File: src/rtl/audio_sample_ctrl_pkg.sv
// audio_pkg: shared types and constants for the audio sample sequencer.
//   audio_state_e  : audio FSM state encoding (exposed on the debug port)
//   FILT_LPF/HPF   : filt_type encodings
//   DEFAULT_*      : default word width, pot channel count and sample rate
package audio_pkg;

  typedef enum logic [2:0] {
    ST_IDLE    = 3'd0,
    ST_CAPTURE = 3'd1,
    ST_START   = 3'd2,
    ST_WAIT    = 3'd3,
    ST_PUSH    = 3'd4
  } audio_state_e;

  localparam logic FILT_LPF = 1'b0;
  localparam logic FILT_HPF = 1'b1;

  localparam int DEFAULT_N        = 10;
  localparam int DEFAULT_CHANNELS = 2;
  localparam int DEFAULT_FS_HZ    = 44100;

endpackage

File: src/rtl/audio_sample_ctrl_sync_rise.sv
// sync_rise: 2-FF synchroniser for an asynchronous level, plus a one-cycle
// rise pulse derived from the synchronised level.
//   clk, rst_n : clock, async active-low reset
//   async_i    : asynchronous input level
//   level_o    : synchronised level
//   rise_o     : high for one cycle when level_o goes 0 -> 1
module sync_rise (
  input  logic clk,
  input  logic rst_n,
  input  logic async_i,
  output logic level_o,
  output logic rise_o
);

  logic [1:0] sync_q;
  logic       prev_q;

  always_ff @(posedge clk or negedge rst_n) begin
    if (!rst_n) begin
      sync_q <= 2'b00;
      prev_q <= 1'b0;
    end else begin
      sync_q <= {sync_q[0], async_i};
      prev_q <= sync_q[1];
    end
  end

  assign level_o = sync_q[1];
  assign rise_o  = sync_q[1] & ~prev_q;

endmodule

File: src/rtl/audio_sample_ctrl.sv
// audio_sample_ctrl: sample sequencer between the ADC front ends, the IIR
// filter datapath and the PWM DAC.
//   adc_sample/adc_valid   : audio ADC word and async valid level
//   pot_sample/pot_valid   : packed pot ADC words and async valid level
//   pot_sel                : pot channel to average
//   filt_type              : async LPF/HPF switch, latched at capture
//   clr_flags              : clears overrun/underrun/timeout
//   x_hist/y_prev/filt_type_q : operands presented to the filter
//   filt_start/filt_done/filt_result : filter compute handshake
//   pwm_ready/duty         : async PWM request level and duty word
//   fifo_level             : output FIFO occupancy
//   overrun/underrun/timeout : sticky status flags
//   dbg_state_o            : audio FSM state
//
// Filter handshake: filt_start is a single-cycle request issued once per
// captured sample; the filter answers with a single-cycle filt_done carrying
// filt_result. A request without an answer within TIMEOUT cycles is closed
// by the sequencer itself, reusing y_prev as the result.
module audio_sample_ctrl
  import audio_pkg::*;
#(
  parameter int N         = DEFAULT_N,
  parameter int CHANNELS  = DEFAULT_CHANNELS,
  parameter int HIST      = 2,
  parameter int OUT_DEPTH = 4,
  parameter int AVG_LOG2  = 2,
  parameter int TIMEOUT   = 64
) (
  input  logic                          clk,
  input  logic                          reset_n,
  input  logic [N-1:0]                  adc_sample,
  input  logic                          adc_valid,
  input  logic [CHANNELS*N-1:0]         pot_sample,
  input  logic                          pot_valid,
  input  logic [$clog2(CHANNELS)-1:0]   pot_sel,
  input  logic                          filt_type,
  input  logic                          clr_flags,
  output logic [HIST*N-1:0]             x_hist,
  output logic [N-1:0]                  y_prev,
  output logic                          filt_type_q,
  output logic [N-1:0]                  pot_avg,
  output logic                          filt_start,
  input  logic                          filt_done,
  input  logic [N-1:0]                  filt_result,
  input  logic                          pwm_ready,
  output logic [N-1:0]                  duty,
  output logic [$clog2(OUT_DEPTH):0]    fifo_level,
  output logic                          overrun,
  output logic                          underrun,
  output logic                          timeout,
  output audio_state_e                  dbg_state_o
);

  localparam int SEL_W = $clog2(CHANNELS);
  localparam int PTR_W = $clog2(OUT_DEPTH);
  localparam int LVL_W = PTR_W + 1;
  localparam int ACC_W = N + AVG_LOG2;
  localparam int CNT_W = AVG_LOG2 + 1;
  localparam int TMO_W = $clog2(TIMEOUT + 1);
  localparam logic [N-1:0] MIDSCALE = {1'b1, {(N-1){1'b0}}};

  // Synchronisers
  logic adc_rise, pot_rise, pwm_rise, ftype_s;
  logic adc_lvl, pot_lvl, pwm_lvl, ftype_rise;
  logic unused_sync;

  sync_rise u_sync_adc   (.clk(clk), .rst_n(reset_n), .async_i(adc_valid), .level_o(adc_lvl),   .rise_o(adc_rise));
  sync_rise u_sync_pot   (.clk(clk), .rst_n(reset_n), .async_i(pot_valid), .level_o(pot_lvl),   .rise_o(pot_rise));
  sync_rise u_sync_pwm   (.clk(clk), .rst_n(reset_n), .async_i(pwm_ready), .level_o(pwm_lvl),   .rise_o(pwm_rise));
  sync_rise u_sync_ftype (.clk(clk), .rst_n(reset_n), .async_i(filt_type), .level_o(ftype_s),   .rise_o(ftype_rise));

  assign unused_sync = ^{adc_lvl, pot_lvl, pwm_lvl, ftype_rise};

  // State
  audio_state_e        state_q, state_d;
  logic [N-1:0]        cap_q, cap_d;
  logic [N-1:0]        pend_q, pend_d;
  logic                pend_valid_q, pend_valid_d;
  logic [HIST*N-1:0]   hist_q, hist_d;
  logic                ftype_q, ftype_d;
  logic [TMO_W-1:0]    wait_cnt_q, wait_cnt_d;
  logic [N-1:0]        result_q, result_d;
  logic [N-1:0]        y_prev_q, y_prev_d;
  logic [N-1:0]        mem_q [OUT_DEPTH];
  logic [PTR_W-1:0]    wr_ptr_q, wr_ptr_d, rd_ptr_q, rd_ptr_d;
  logic [LVL_W-1:0]    level_q, level_d;
  logic [N-1:0]        duty_q, duty_d;
  logic                overrun_q, overrun_d, underrun_q, underrun_d, timeout_q, timeout_d;
  logic [ACC_W-1:0]    acc_q, acc_d, acc_sum;
  logic [CNT_W-1:0]    cnt_q, cnt_d;
  logic [N-1:0]        avg_q, avg_d;
  logic [SEL_W-1:0]    sel_prev_q;
  logic [N-1:0]        sel_word;

  logic ovr_adc, ovr_fifo, udr_set, tmo_set, push, pop;
  logic fifo_empty, fifo_full, bypass, do_write, do_read;

  // Audio FSM next state
  always_comb begin
    state_d = state_q;
    case (state_q)
      ST_IDLE:    if (adc_rise || pend_valid_q) state_d = ST_CAPTURE;
      ST_CAPTURE: state_d = ST_START;
      ST_START:   state_d = ST_WAIT;
      ST_WAIT:    if (filt_done || (wait_cnt_q == TMO_W'(TIMEOUT - 1))) state_d = ST_PUSH;
      ST_PUSH:    state_d = ST_IDLE;
      default:    state_d = ST_IDLE;
    endcase
  end

  // Capture, pending, history and filter handshake datapath
  always_comb begin
    cap_d        = cap_q;
    pend_d       = pend_q;
    pend_valid_d = pend_valid_q;
    hist_d       = hist_q;
    ftype_d      = ftype_q;
    wait_cnt_d   = wait_cnt_q;
    result_d     = result_q;
    y_prev_d     = y_prev_q;
    ovr_adc      = 1'b0;
    tmo_set      = 1'b0;
    push         = 1'b0;

    // The word to capture is chosen when leaving IDLE: a pending sample is
    // older than a fresh edge, so it goes first and the fresh sample takes
    // its place in the pending slot.
    if (state_q == ST_IDLE) begin
      if (pend_valid_q) begin
        cap_d        = pend_q;
        pend_valid_d = adc_rise;
        if (adc_rise) pend_d = adc_sample;
      end else if (adc_rise) begin
        cap_d = adc_sample;
      end
    end else if (adc_rise) begin
      pend_d       = adc_sample;
      pend_valid_d = 1'b1;
      ovr_adc      = pend_valid_q;
    end

    case (state_q)
      ST_CAPTURE: begin
        hist_d  = {hist_q[(HIST-1)*N-1:0], cap_q};
        ftype_d = ftype_s;
      end
      ST_START: wait_cnt_d = '0;
      ST_WAIT: begin
        wait_cnt_d = wait_cnt_q + TMO_W'(1);
        if (filt_done) begin
          result_d = filt_result;
        end else if (wait_cnt_q == TMO_W'(TIMEOUT - 1)) begin
          result_d = y_prev_q;
          tmo_set  = 1'b1;
        end
      end
      ST_PUSH: begin
        y_prev_d = result_q;
        push     = 1'b1;
      end
      default: ;
    endcase
  end

  // Output FIFO
  always_comb begin
    pop        = pwm_rise;
    fifo_empty = (level_q == '0);
    fifo_full  = (level_q == LVL_W'(OUT_DEPTH));
    // Push into an empty FIFO while popping hands the word straight to duty.
    bypass     = push && pop && fifo_empty;
    do_write   = push && !bypass && (!fifo_full || pop);
    do_read    = pop && !fifo_empty;
    ovr_fifo   = push && fifo_full && !pop;
    udr_set    = pop && fifo_empty && !push;

    duty_d = duty_q;
    if (bypass)       duty_d = result_q;
    else if (do_read) duty_d = mem_q[rd_ptr_q];

    wr_ptr_d = do_write ? wr_ptr_q + PTR_W'(1) : wr_ptr_q;
    rd_ptr_d = do_read  ? rd_ptr_q + PTR_W'(1) : rd_ptr_q;
    level_d  = level_q + LVL_W'(do_write) - LVL_W'(do_read);
  end

  // Sticky flags: a setting event beats a simultaneous clear.
  always_comb begin
    overrun_d  = clr_flags ? 1'b0 : overrun_q;
    underrun_d = clr_flags ? 1'b0 : underrun_q;
    timeout_d  = clr_flags ? 1'b0 : timeout_q;
    if (ovr_adc || ovr_fifo) overrun_d  = 1'b1;
    if (udr_set)             underrun_d = 1'b1;
    if (tmo_set)             timeout_d  = 1'b1;
  end

  // Pot averaging
  always_comb begin
    sel_word = '0;
    for (int c = 0; c < CHANNELS; c++) begin
      if (SEL_W'(c) == pot_sel) sel_word = pot_sample[c*N +: N];
    end
    acc_sum = acc_q + ACC_W'(sel_word);
    acc_d   = acc_q;
    cnt_d   = cnt_q;
    avg_d   = avg_q;
    // A channel switch restarts the window so averages never mix channels.
    if (pot_sel != sel_prev_q) begin
      acc_d = '0;
      cnt_d = '0;
    end else if (pot_rise) begin
      if (cnt_q == CNT_W'((1 << AVG_LOG2) - 1)) begin
        avg_d = N'(acc_sum >> AVG_LOG2);
        acc_d = '0;
        cnt_d = '0;
      end else begin
        acc_d = acc_sum;
        cnt_d = cnt_q + CNT_W'(1);
      end
    end
  end

  always_ff @(posedge clk or negedge reset_n) begin
    if (!reset_n) begin
      state_q      <= ST_IDLE;
      cap_q        <= '0;
      pend_q       <= '0;
      pend_valid_q <= 1'b0;
      hist_q       <= '0;
      ftype_q      <= FILT_LPF;
      wait_cnt_q   <= '0;
      result_q     <= '0;
      y_prev_q     <= '0;
      for (int i = 0; i < OUT_DEPTH; i++) mem_q[i] <= '0;
      wr_ptr_q     <= '0;
      rd_ptr_q     <= '0;
      level_q      <= '0;
      duty_q       <= MIDSCALE;
      overrun_q    <= 1'b0;
      underrun_q   <= 1'b0;
      timeout_q    <= 1'b0;
      acc_q        <= '0;
      cnt_q        <= '0;
      avg_q        <= '0;
      sel_prev_q   <= '0;
    end else begin
      state_q      <= state_d;
      cap_q        <= cap_d;
      pend_q       <= pend_d;
      pend_valid_q <= pend_valid_d;
      hist_q       <= hist_d;
      ftype_q      <= ftype_d;
      wait_cnt_q   <= wait_cnt_d;
      result_q     <= result_d;
      y_prev_q     <= y_prev_d;
      if (do_write) mem_q[wr_ptr_q] <= result_q;
      wr_ptr_q     <= wr_ptr_d;
      rd_ptr_q     <= rd_ptr_d;
      level_q      <= level_d;
      duty_q       <= duty_d;
      overrun_q    <= overrun_d;
      underrun_q   <= underrun_d;
      timeout_q    <= timeout_d;
      acc_q        <= acc_d;
      cnt_q        <= cnt_d;
      avg_q        <= avg_d;
      sel_prev_q   <= pot_sel;
    end
  end

  assign x_hist      = hist_q;
  assign y_prev      = y_prev_q;
  assign filt_type_q = ftype_q;
  assign pot_avg     = avg_q;
  assign filt_start  = (state_q == ST_START);
  assign duty        = duty_q;
  assign fifo_level  = level_q;
  assign overrun     = overrun_q;
  assign underrun    = underrun_q;
  assign timeout     = timeout_q;
  assign dbg_state_o = state_q;

endmodule

File: config.mk
export PLATFORM = sky130hd
export DESIGN_NAME = audio_sample_ctrl
export DESIGN_NICKNAME = d
export VERILOG_FILES = /design/src/rtl/audio_sample_ctrl_pkg.sv /design/src/rtl/audio_sample_ctrl_sync_rise.sv /design/src/rtl/audio_sample_ctrl.sv
export SDC_FILE = /design/constraint.sdc
export NUM_CORES = 1
export LEC_CHECK = 0
export ABC_CLOCK_PERIOD_IN_PS = 2900
export BUFFER_PORTS_ARGS = -buffer_cell sky130_fd_sc_hd__buf_2
export CORE_ASPECT_RATIO = 1.5
export CORE_UTILIZATION = 55
export DETAILED_ROUTE_END_ITERATION = 8
export GPL_ROUTABILITY_DRIVEN = 1
export GPL_TIMING_DRIVEN = 1
export PLACE_DENSITY = 0.77
export SLEW_MARGIN = 30
export SYNTH_ARGS = -nofsm -noshare
export SYNTH_HDL_FRONTEND = slang
export SYNTH_HIERARCHICAL = 1
export SYNTH_SLANG_ARGS = --single-unit
File: constraint.sdc
create_clock -name clk -period 2.9 [get_ports clk]
set_clock_uncertainty 0.2 [all_clocks]
set_input_delay 0.29 -clock clk [delete_from_list [all_inputs] [get_ports clk]]
set_output_delay 0.29 -clock clk [all_outputs]
set_load 0.01 [all_outputs]
After elaboration in Yosys (flattened, before gate mapping) --
Index checks and enable logic that the tools add are counted.
Storage, ports and cells: flip-flop bits (word level) 169, input port bits 49, output and inout port bits 61, logic and storage cells 134
Cells by class: $add $sub $neg 7, magnitude comparators 3, equality and inequality tests 11, mux-type cells 39, bitwise gates (word level) 9, reductions and logical operators 34
Operator list (number):
- $mux W10 | 13
- $bwmux W40 | 1
- $mux W12 | 3
- $bmux W10 S2 | 1
- $demux W10 S2 | 1
- $reduce_bool A2 Y1 | 9
- $mux W3 | 5
- $pmux W7 S2 | 1
- $mux W1 | 13
- $add A12 B10 Y12 | 1
- $pmux W3 S4 | 1
- $logic_and A1 B1 Y1 | 10
- $eq A3 B2 Y1 const B | 3
- $add A7 B1 Y7 const B | 1
- $eq A7 B6 Y1 const B | 1
- $eq A3 B3 Y1 const B | 2
- $ge A3 B3 Y1 const B | 2
- $logic_not A3 Y1 | 2
- $ne A2 B2 Y1 const B | 3
- $not A2 Y3 | 2
- $reduce_and A2 Y1 | 3
- $logic_not A1 Y1 | 5
- $add A2 B1 Y2 const B | 2
- $logic_or A1 B1 Y1 | 4
- 9 further kinds | 14

Depth between registers and ports, before layout --
Gate-level depths: netlist (run 1).
word-level depth 9, depth in mapped cells 12, mapped depth without buffers 11

Modules after synthesis --
Netlist (run 1), hierarchy kept.
By module, submodules not included:
- audio_sample_ctrl | times used 1, cells an instance 565, area each 7312.0 sq um, seq. area each 3955.0 sq um
- sync_rise | times used 4, cells an instance 4, area each 88.8 sq um, seq. area each 75.1 sq um

Worst setup path before layout (run 1) --
No wires, ideal clock.
path kind input-to-reg, from input pot_sel, to register acc_q[10], library setup time 0.083 ns, arrival 2.658 ns, required time 2.617 ns, path slack -0.040 ns, stages on the path 9, buffers on the path 1, cell sequence buf_1 > mux2_2 > ha_1 > fa_1 > a211oi_1 > o21ai_2 > a211o_2 > mux2_2 > o21ai_0
On the way: cells in the longest elaborated chain, start to end 5, elaborated cells between the ends (all ways) 7, those cells by class 1 x add/sub; 1 x eq/ne; 4 x mux; 1 x reduce/logical
RTL lines:
- from (decl) | RTL line audio_sample_ctrl.sv:35 | input logic [$clog2(CHANNELS)-1:0] pot_sel,
- $mux W10 | RTL line audio_sample_ctrl.sv:200 | if (SEL_W'(c) == pot_sel) sel_word = pot_sample[c*N +: N];
- $add A12 B10 Y12 | RTL line audio_sample_ctrl.sv:202 | acc_sum = acc_q + ACC_W'(sel_word);
- $mux W12 | RTL line audio_sample_ctrl.sv:211 | if (cnt_q == CNT_W'((1 << AVG_LOG2) - 1)) begin
- $mux W12 | RTL line audio_sample_ctrl.sv:210 | end else if (pot_rise) begin
- $mux W12 | RTL line audio_sample_ctrl.sv:207 | if (pot_sel != sel_prev_q) begin
- to (signal assigned) | RTL line audio_sample_ctrl.sv:241 | acc_q <= '0;
- to (signal assigned) | RTL line audio_sample_ctrl.sv:263 | acc_q <= acc_d;
- to (decl) | RTL line audio_sample_ctrl.sv:89 | logic [ACC_W-1:0] acc_q, acc_d, acc_sum;
Parallel ways exist; a longest one is shown, timed or not. The select of a mux whose other input is x is not followed. A chain may end at the register's enable or synchronous reset.

Final worst setup path (run 1) --
from register level_q[2], in the netlist fifo_level[2], to register level_q[2], in the netlist fifo_level[2]
On the way: elaborated cells between the ends (all ways) 12, those cells by class 2 x add/sub; 1 x eq/ne; 9 x reduce/logical
RTL lines:
- from (decl) | RTL line audio_sample_ctrl.sv:86 | logic [LVL_W-1:0] level_q, level_d;
- from (signal assigned) | RTL line audio_sample_ctrl.sv:258 | level_q <= level_d;
- $logic_not A3 Y1 | RTL line audio_sample_ctrl.sv:168 | fifo_empty = (level_q == '0);
- $logic_not A1 Y1 | RTL line audio_sample_ctrl.sv:173 | do_read = pop && !fifo_empty;
- $logic_and A1 B1 Y1 | RTL line audio_sample_ctrl.sv:173
- net do_read | RTL line audio_sample_ctrl.sv:96 | logic fifo_empty, fifo_full, bypass, do_write, do_read;
- $sub A3 B1 Y3 | RTL line audio_sample_ctrl.sv:183 | level_d = level_q + LVL_W'(do_write) - LVL_W'(do_read);
- net level_d[2] | RTL line audio_sample_ctrl.sv:86
The timed path passes the listed nets, and every way through them passes these cells.

==> results of run 1 <==
-- routing by layer --
metal | vias to the layer above | wire length, um
met5 | - | 0
met4 | 0 | 334
met3 | 28 | 808
met2 | 165 | 8310
met1 | 2524 | 6450
li1 | 2362 | -
-- path summary, 6_finish.rpt --
path,from,end,depth (start not counted)
max,fifo_level[2],fifo_level[2],10
min reg2reg,u_sync_adc/sync_q[0],u_sync_adc/sync_q[1],0
max in group asynchronous,reset_n,duty[9],3
min in group asynchronous,reset_n,pot_avg[4],2
min,filt_result[1],result_q[1],3
max reg2reg,fifo_level[2],fifo_level[2],10
-- placed cells by master (no fill, tap or decap), types with 2 or more instances in the layout --
cell	instances
sky130_fd_sc_hd__nor2_2	2
sky130_fd_sc_hd__buf_2	108
sky130_fd_sc_hd__nand2b_1	6
sky130_fd_sc_hd__nor2b_4	3
sky130_fd_sc_hd__nor2_1	22
sky130_fd_sc_hd__mux2_4	2
sky130_fd_sc_hd__buf_4	18
sky130_fd_sc_hd__o22ai_1	5
sky130_fd_sc_hd__inv_1	15
sky130_fd_sc_hd__nand2_1	48
sky130_fd_sc_hd__mux2_1	2
sky130_fd_sc_hd__mux4_2	10
sky130_fd_sc_hd__fa_1	2
sky130_fd_sc_hd__o21ai_0	15
sky130_fd_sc_hd__xnor2_1	13
sky130_fd_sc_hd__o31ai_1	2
sky130_fd_sc_hd__dfrtp_1	168
sky130_fd_sc_hd__a21o_1	8
sky130_fd_sc_hd__a31oi_1	2
sky130_fd_sc_hd__a211oi_1	3
sky130_fd_sc_hd__dlygate4sd3_1	16
sky130_fd_sc_hd__o211ai_1	3
sky130_fd_sc_hd__a22o_1	19
sky130_fd_sc_hd__clkinvlp_4	3
sky130_fd_sc_hd__mux2_2	108
sky130_fd_sc_hd__and3_1	3
sky130_fd_sc_hd__nor3_2	2
sky130_fd_sc_hd__inv_8	6
sky130_fd_sc_hd__clkbuf_16	17
sky130_fd_sc_hd__ha_1	18
sky130_fd_sc_hd__inv_6	3
sky130_fd_sc_hd__mux2i_1	11
sky130_fd_sc_hd__nand2_4	4
sky130_fd_sc_hd__nand3_1	7
sky130_fd_sc_hd__xor2_1	5
sky130_fd_sc_hd__or2_2	2
sky130_fd_sc_hd__nor3_1	7
sky130_fd_sc_hd__a21oi_1	24
-- area by class of cell --
type	instances	area, um^2
Inverter	16	60.1
Clock buffer	18	429
Fill cell	1022	4360
Sequential cell	169	4230
Clock inverter	14	155
Timing Repair Buffer	143	847
Multi-Input combinational cell	376	3250
Tap cell	162	203
-- repair_timing --
item / 4_1_cts / 5_1_grt
endpoints found under the hold margin: 99 / 0
buffers inserted: 0 / 0
setup endpoints to repair: 0 / 0
hold buffers: 16 / 0
-- power by group --
part	total [W]	leakage, nW	internal (W)	switching [W]
clock	0.00225	0.279	0.00123	0.00102
combinational	0.00251	2.11	0.00134	0.00116
sequential	0.00381	2.11	0.00312	0.000681
total	0.00856	4.50	0.00569	0.00287
-- through the flow --
stage / utilization / hold slack, ns
floorplan: - / -0.206
finish: 0.678 / 0.0217
CTS: 0.678 / 0.0164
global placement: 0.623 / 0.142
global route: 0.678 / 0.0203
detailed placement: 0.623 / 0.138
-- registers in the layout, summed over array words and instances, names as in the netlist, 7 cells and up --
name and cells:
y_prev 10, result_q 10, pend_q 10, mem_q 40, acc_q 12, wait_cnt_q 7, cap_q 10, x_hist 20
pot_avg 10, duty 10
-- worst register-to-register path: cells and delay by family, from the launching register on --
kind,cells,cell delay [ns]
fa+ha+maj,3,0.82
flops,1,0.44
xor+xnor,2,0.28
buf+inv,3,0.23
simple gates,2,0.55
==> impl_metrics.prom, run 1 <==
# TYPE chip_impl_metric gauge
chip_impl_metric{name="clkSinkCount",unit=""} 169
chip_impl_metric{name="post-route-drc-count",unit=""} 10
chip_impl_metric{name="yosys_warnings",unit=""} 6
chip_impl_metric{name="die-width",unit="um"} 98.2
chip_impl_metric{name="clk-insertion-delay-late",unit="ns"} 0.42
chip_impl_info{name="violations_in_the_final_reports",value="DRC"} 1
chip_impl_metric{name="die_height",unit="um"} 146
chip_impl_info{name="critical_path.startpoint_type",value="flip-flop"} 1
chip_impl_info{name="clock_tree_from_tritoncts",value="built"} 1
chip_impl_metric{name="placed_area",unit="mm^2"} 0.00843
chip_impl_metric{name="finalWeightedCongestion",unit=""} 0.921
chip_impl_metric{name="use_met2",unit=""} 0.413
chip_impl_metric{name="die_area",unit="mm^2"} 0.0144
chip_impl_info{name="slowest_cell_on_crit_path",value="sky130_fd_sc_hd__dfrtp_1"} 1
chip_impl_info{name="run_status",value="complete, but fails checks"} 1
chip_impl_metric{name="vias_per_cell",unit=""} 5.66
chip_impl_metric{name="final_hold_vios",unit=""} 0
chip_impl_metric{name="report.final.setup_viol",unit=""} 0
chip_impl_metric{name="syn-mean-instance-area",unit="um^2"} 13.2
chip_impl_info{name="timing.critical_path.to_type",value="flip-flop"} 1
chip_impl_metric{name="max_clock_freq",unit="MHz"} 381
chip_impl_metric{name="post-layout-total-power",unit="W"} 0.00856
chip_impl_metric{name="global_route_wire_length_before_repair",unit="um"} 26600
chip_impl_metric{name="ctsResizeCount",unit=""} 0
chip_impl_metric{name="worst_setup_hold_path_clk_slew",unit="ns"} 0.07
chip_impl_metric{name="power.leakage",unit="nW"} 4.50
chip_impl_metric{name="io-pin-count",unit=""} 110
chip_impl_metric{name="synthesis.area",unit="mm^2"} 0.00763
chip_impl_metric{name="use_met3",unit=""} 0.0527
chip_impl_metric{name="antenna_violating_nets_post_route",unit=""} 0
chip_impl_info{name="rsz_0062_raised_after_global_routing",value="false"} 1
chip_impl_metric{name="routed_wl",unit="um"} 15900
chip_impl_metric{name="proportion_of_layout_cells_with_a_drive_suffix_above_1",unit=""} 0.414
chip_impl_metric{name="gr-usage-met1",unit=""} 0.285
chip_impl_metric{name="tritoncts.num_buffers",unit=""} 17
chip_impl_metric{name="crit_required",unit="ns"} 3.00
chip_impl_metric{name="grt_pass1_vias",unit=""} 5392
chip_impl_metric{name="number_of_antenna_violations_at_the_first_check_in_global_routing",unit=""} 0
chip_impl_metric{name="layout_setup_ws",unit="ns"} 0.274
chip_impl_metric{name="timing_max_transition_violations_final",unit=""} 0
chip_impl_metric{name="globalRouteOverflowTotal",unit=""} 0
chip_impl_info{name="holdCritPathClass",value="in -> reg"} 1
chip_impl_metric{name="timing.setup.tns",unit="ns"} 0
chip_impl_metric{name="drtIter0Drc",unit=""} 180
chip_impl_metric{name="finish.cell_count_without_fillers",unit=""} 898
chip_impl_metric{name="critPathArrivalTime",unit="ns"} 2.73
chip_impl_metric{name="htree_levels",unit=""} 4
chip_impl_metric{name="fin_nets",unit=""} 792
chip_impl_metric{name="cp.buffers_inverters",unit=""} 3
chip_impl_metric{name="max_cap_violations",unit=""} 0
chip_impl_metric{name="grt_usage",unit=""} 0.237
chip_impl_metric{name="synthToLayoutAreaGrowth",unit="%"} 20.3
chip_impl_metric{name="antenna_cells_inserted",unit=""} 0
chip_impl_metric{name="pwr_density_cell",unit="mW/mm^2"} 933
chip_impl_info{name="critical_path.top_delay_family",value="adder cells"} 1
chip_impl_metric{name="fp.coreArea",unit="mm^2"} 0.0135
chip_impl_metric{name="syn-num-nets",unit=""} 648
chip_impl_metric{name="worst_case_register_to_register_setup_slack",unit="ns"} 0.27
chip_impl_info{name="cts-root-buf",value="sky130_fd_sc_hd__clkbuf_16"} 1
chip_impl_metric{name="path_max_fanout",unit=""} 9
chip_impl_metric{name="peakVddDrop",unit="V"} 0.000566
chip_impl_metric{name="route.detailed.wl_per_inst",unit="um"} 17.7
chip_impl_metric{name="maximum_number_of_pins_on_one_net_before_global_route_repair",unit=""} 80
chip_impl_metric{name="final_cell_area",unit="mm^2"} 0.00918
chip_impl_metric{name="synth_cells",unit=""} 579
chip_impl_metric{name="finalCriticalPeriod",unit="ns"} 2.63
chip_impl_metric{name="fp-row-count",unit=""} 52
chip_impl_metric{name="port-buffer-count",unit=""} 109
chip_impl_metric{name="worst_slew_pin_slew",unit="ns"} 0.754
chip_impl_metric{name="relSlewSlack",unit=""} 0.497
chip_impl_metric{name="dp_worst_setup_slack",unit="ns"} 0.0629
chip_impl_metric{name="routed-via-count",unit=""} 5079
chip_impl_metric{name="place_inst",unit=""} 850
chip_impl_info{name="grt-busiest-layer",value="met2"} 1
chip_impl_metric{name="post-route-period-util",unit=""} 0.906
chip_impl_metric{name="start_util",unit=""} 0.564
chip_impl_metric{name="clock_path_buffers",unit=""} 2
chip_impl_metric{name="critical_path_max_stage_delay",unit="ns"} 0.44
chip_impl_info{name="category_of_the_critical_setup_timing_path",value="reg -> reg"} 1
chip_impl_metric{name="post-dp-hpwl",unit="um"} 11000
chip_impl_metric{name="drt_pre_antenna_iters",unit=""} 6
chip_impl_info{name="crit_path_cell_trace",value="nor3_1 > nand2b_1 > inv_2 > ha_1 > inv_1 > ha_1 > inv_1 > fa_1 > xnor2_1 > xnor2_1"} 1
(Power assumes the default switching activity.)
==> run 2, diff against run 1 <==
--- a/config.mk
+++ b/config.mk
@@ -12,7 +12,7 @@
 export DETAILED_ROUTE_END_ITERATION = 8
 export GPL_ROUTABILITY_DRIVEN = 1
 export GPL_TIMING_DRIVEN = 1
-export PLACE_DENSITY = 0.77
+export PLACE_DENSITY = 0.76
 export SLEW_MARGIN = 30
 export SYNTH_ARGS = -nofsm -noshare
 export SYNTH_HDL_FRONTEND = slang
==> run 2 against run 1 <==
Against the previous run: utilization increased by 0.17 points; critical endpoint unchanged; clock power about the same; the flow still finishes with violations (DRC); flip-flop and latch count unchanged; via count decreased by 2.2%.
==> impl_metrics.prom, run 2 (synthesis gave the netlist of run 1 again) <==
# TYPE chip_impl_metric gauge
chip_impl_metric{name="max_cap_violations",unit=""} 0
chip_impl_metric{name="antenna_violating_nets_post_route",unit=""} 0
chip_impl_metric{name="max_clock_freq",unit="MHz"} 375
chip_impl_metric{name="die_area",unit="mm^2"} 0.0144
chip_impl_metric{name="post-route-drc-count",unit=""} 8
chip_impl_info{name="cts-root-buf",value="sky130_fd_sc_hd__clkbuf_16"} 1
chip_impl_metric{name="path_max_fanout",unit=""} 6
chip_impl_info{name="category_of_the_critical_setup_timing_path",value="reg -> reg"} 1
chip_impl_metric{name="peakVddDrop",unit="V"} 0.000611
chip_impl_metric{name="worst_case_register_to_register_setup_slack",unit="ns"} 0.23
chip_impl_metric{name="maximum_number_of_pins_on_one_net_before_global_route_repair",unit=""} 69
chip_impl_metric{name="timing.setup.tns",unit="ns"} 0
chip_impl_info{name="hp-start",value="filt_result[8]"} 1
chip_impl_metric{name="drtIter0Drc",unit=""} 209
chip_impl_metric{name="finalWeightedCongestion",unit=""} 0.903
chip_impl_metric{name="pwr_density_cell",unit="mW/mm^2"} 933
chip_impl_metric{name="port-buffer-count",unit=""} 109
chip_impl_metric{name="post-route-period-util",unit=""} 0.921
chip_impl_metric{name="clkSinkCount",unit=""} 169
chip_impl_metric{name="power.leakage",unit="nW"} 4.51
chip_impl_metric{name="filler_cell_count",unit=""} 976
chip_impl_info{name="clock_tree_from_tritoncts",value="built"} 1
chip_impl_info{name="timing.critical_path.from",value="fifo_level[2]"} 1
chip_impl_info{name="holdCritPathClass",value="in -> reg"} 1
chip_impl_metric{name="placed_area",unit="mm^2"} 0.00843
chip_impl_metric{name="routed_wl",unit="um"} 15600
chip_impl_metric{name="number_of_antenna_violations_at_the_first_check_in_global_routing",unit=""} 0
chip_impl_metric{name="grt_pass1_vias",unit=""} 5376
chip_impl_metric{name="final_cell_area",unit="mm^2"} 0.00920
chip_impl_metric{name="worst-r2r-cell-count",unit=""} 10
chip_impl_metric{name="globalRouteOverflowTotal",unit=""} 0
chip_impl_metric{name="grt_usage",unit=""} 0.233
chip_impl_metric{name="clock_path_buffers",unit=""} 2
chip_impl_metric{name="final_hold_vios",unit=""} 0
chip_impl_info{name="run_status",value="complete, but fails checks"} 1
chip_impl_metric{name="global_route_wire_length_before_repair",unit="um"} 26300
chip_impl_metric{name="critical_path_depth",unit=""} 10
chip_impl_metric{name="fp.coreArea",unit="mm^2"} 0.0135
chip_impl_info{name="highest_count_cells_in_the_layout_ignoring_fill_and_taps",value="sky130_fd_sc_hd__dfrtp_1, sky130_fd_sc_hd__mux2_2, sky130_fd_sc_hd__buf_2"} 1
chip_impl_info{name="critical_path.startpoint_type",value="flip-flop"} 1
chip_impl_metric{name="critical_path_max_stage_delay",unit="ns"} 0.45
chip_impl_metric{name="report.final.setup_viol",unit=""} 0
chip_impl_info{name="timing.critical_path.to_type",value="flip-flop"} 1
chip_impl_metric{name="worst_setup_hold_path_clk_slew",unit="ns"} 0.07
chip_impl_metric{name="drt_pre_antenna_iters",unit=""} 9
chip_impl_metric{name="finish.cell_count_without_fillers",unit=""} 896
chip_impl_metric{name="fp-row-count",unit=""} 52
chip_impl_info{name="crit_path_cell_trace",value="nor3_1 > nand2b_1 > inv_2 > ha_1 > inv_1 > ha_1 > inv_1 > fa_1 > xnor2_1 > xnor2_1"} 1
chip_impl_metric{name="finalCriticalPeriod",unit="ns"} 2.67
chip_impl_info{name="regMostFlops",value="mem_q"} 1
chip_impl_metric{name="hold-worst-slack",unit="ns"} 0.0306
chip_impl_metric{name="relSlewSlack",unit=""} 0.505
chip_impl_info{name="rr_endpoint",value="fifo_level[2]"} 1
chip_impl_info{name="slowest_cell_on_crit_path",value="sky130_fd_sc_hd__dfrtp_1"} 1
chip_impl_metric{name="start_util",unit=""} 0.564
chip_impl_metric{name="vias_per_cell",unit=""} 5.54
chip_impl_metric{name="proportion_of_layout_cells_with_a_drive_suffix_above_1",unit=""} 0.413
chip_impl_metric{name="tritoncts.num_buffers",unit=""} 17
chip_impl_metric{name="die_height",unit="um"} 146
chip_impl_info{name="violations_in_the_final_reports",value="DRC"} 1
chip_impl_metric{name="critPathArrivalTime",unit="ns"} 2.81
chip_impl_info{name="worst_hold_path_ep",value="result_q[8]"} 1
chip_impl_metric{name="timing_max_transition_violations_final",unit=""} 0
chip_impl_metric{name="worst_slew_pin_slew",unit="ns"} 0.743
chip_impl_metric{name="io-pin-count",unit=""} 110
chip_impl_metric{name="routed-via-count",unit=""} 4968
chip_impl_info{name="critical_path.top_delay_family",value="adder cells"} 1
chip_impl_metric{name="route.detailed.wl_per_inst",unit="um"} 17.5
chip_impl_metric{name="crit_required",unit="ns"} 3.04
chip_impl_metric{name="clk-insertion-delay-late",unit="ns"} 0.42
chip_impl_metric{name="largest_register_ffs",unit=""} 40
chip_impl_info{name="worst_r2r_startpoint",value="fifo_level[2]"} 1
chip_impl_info{name="rsz_0062_raised_after_global_routing",value="false"} 1
chip_impl_info{name="most_frequent_standard_cell_in_the_layout_excluding_fill_and_tap_cells",value="sky130_fd_sc_hd__dfrtp_1"} 1
chip_impl_metric{name="synthToLayoutAreaGrowth",unit="%"} 20.6
chip_impl_metric{name="die-width",unit="um"} 98.2
chip_impl_metric{name="post-layout-total-power",unit="W"} 0.00858
chip_impl_metric{name="holdPathStages",unit=""} 3
chip_impl_metric{name="antenna_cells_inserted",unit=""} 0
chip_impl_metric{name="cp.buffers_inverters",unit=""} 3
chip_impl_metric{name="fin_nets",unit=""} 790
chip_impl_metric{name="post-dp-hpwl",unit="um"} 10800
chip_impl_metric{name="htree_levels",unit=""} 4
chip_impl_metric{name="place_inst",unit=""} 847
-- run 2: worst min-delay path, cell delays in order --
cell	delay, ns
sky130_fd_sc_hd__buf_2	0.07
sky130_fd_sc_hd__mux2_2	0.13
sky130_fd_sc_hd__mux2_1	0.11
-- run 2: power breakdown --
| part | switching, W | total, W | internal, W | leakage (nW) |
|---|---|---|---|---|
| Sequential | 0.000694 | 0.00382 | 0.00312 | 2.11 |
| Clock | 0.00103 | 0.00228 | 0.00125 | 0.285 |
| Combinational | 0.00115 | 0.00249 | 0.00134 | 2.11 |
-- run 2: per-layer routing --
metal,GRT usage,vias to the layer above,part of all wire
li1,-,2346,-
met1,0.278,2499,0.41
met2,0.423,108,0.54
met3,0.0421,15,0.033
met4,0.0761,0,0.013
met5,0,-,0
-- run 2: worst max path at each step --
stage                          to  slack [ns]
floorplan               acc_q[10]        0.12
global placement       pot_avg[8]        0.09
detailed placement     pot_avg[8]        0.04
CTS                 fifo_level[2]        0.23
global route        fifo_level[2]        0.07
finish              fifo_level[2]        0.23
-- run 2: final cells by class --
| class | count | area (um^2) | share of cell area |
|---|---|---|---|
| sequential | 169 | 4230 | 0.460 |
| tap | 162 | 203 | 0.0220 |
| timing repair buffer | 141 | 860 | 0.0934 |
| inverter | 16 | 60.1 | 0.00653 |
| clock buffer | 18 | 439 | 0.0477 |
| multi-input combinational | 376 | 3250 | 0.354 |
| clock inverter | 14 | 155 | 0.0169 |
-- run 2: timing repair --
action | CTS | global route
resized for setup | 0 | 0
endpoints found under the hold margin | 85 | 0
buffers inserted | 0 | 0
hold buffers | 17 | 0
-- run 2: through the flow --
step,utilization,worst slack [ns]
after global routing,0.680,0.0660
after detailed placement,0.623,0.0433
after CTS,0.680,0.226
after floorplan,-,0.119
final,0.680,0.230
after global placement,0.623,0.0874
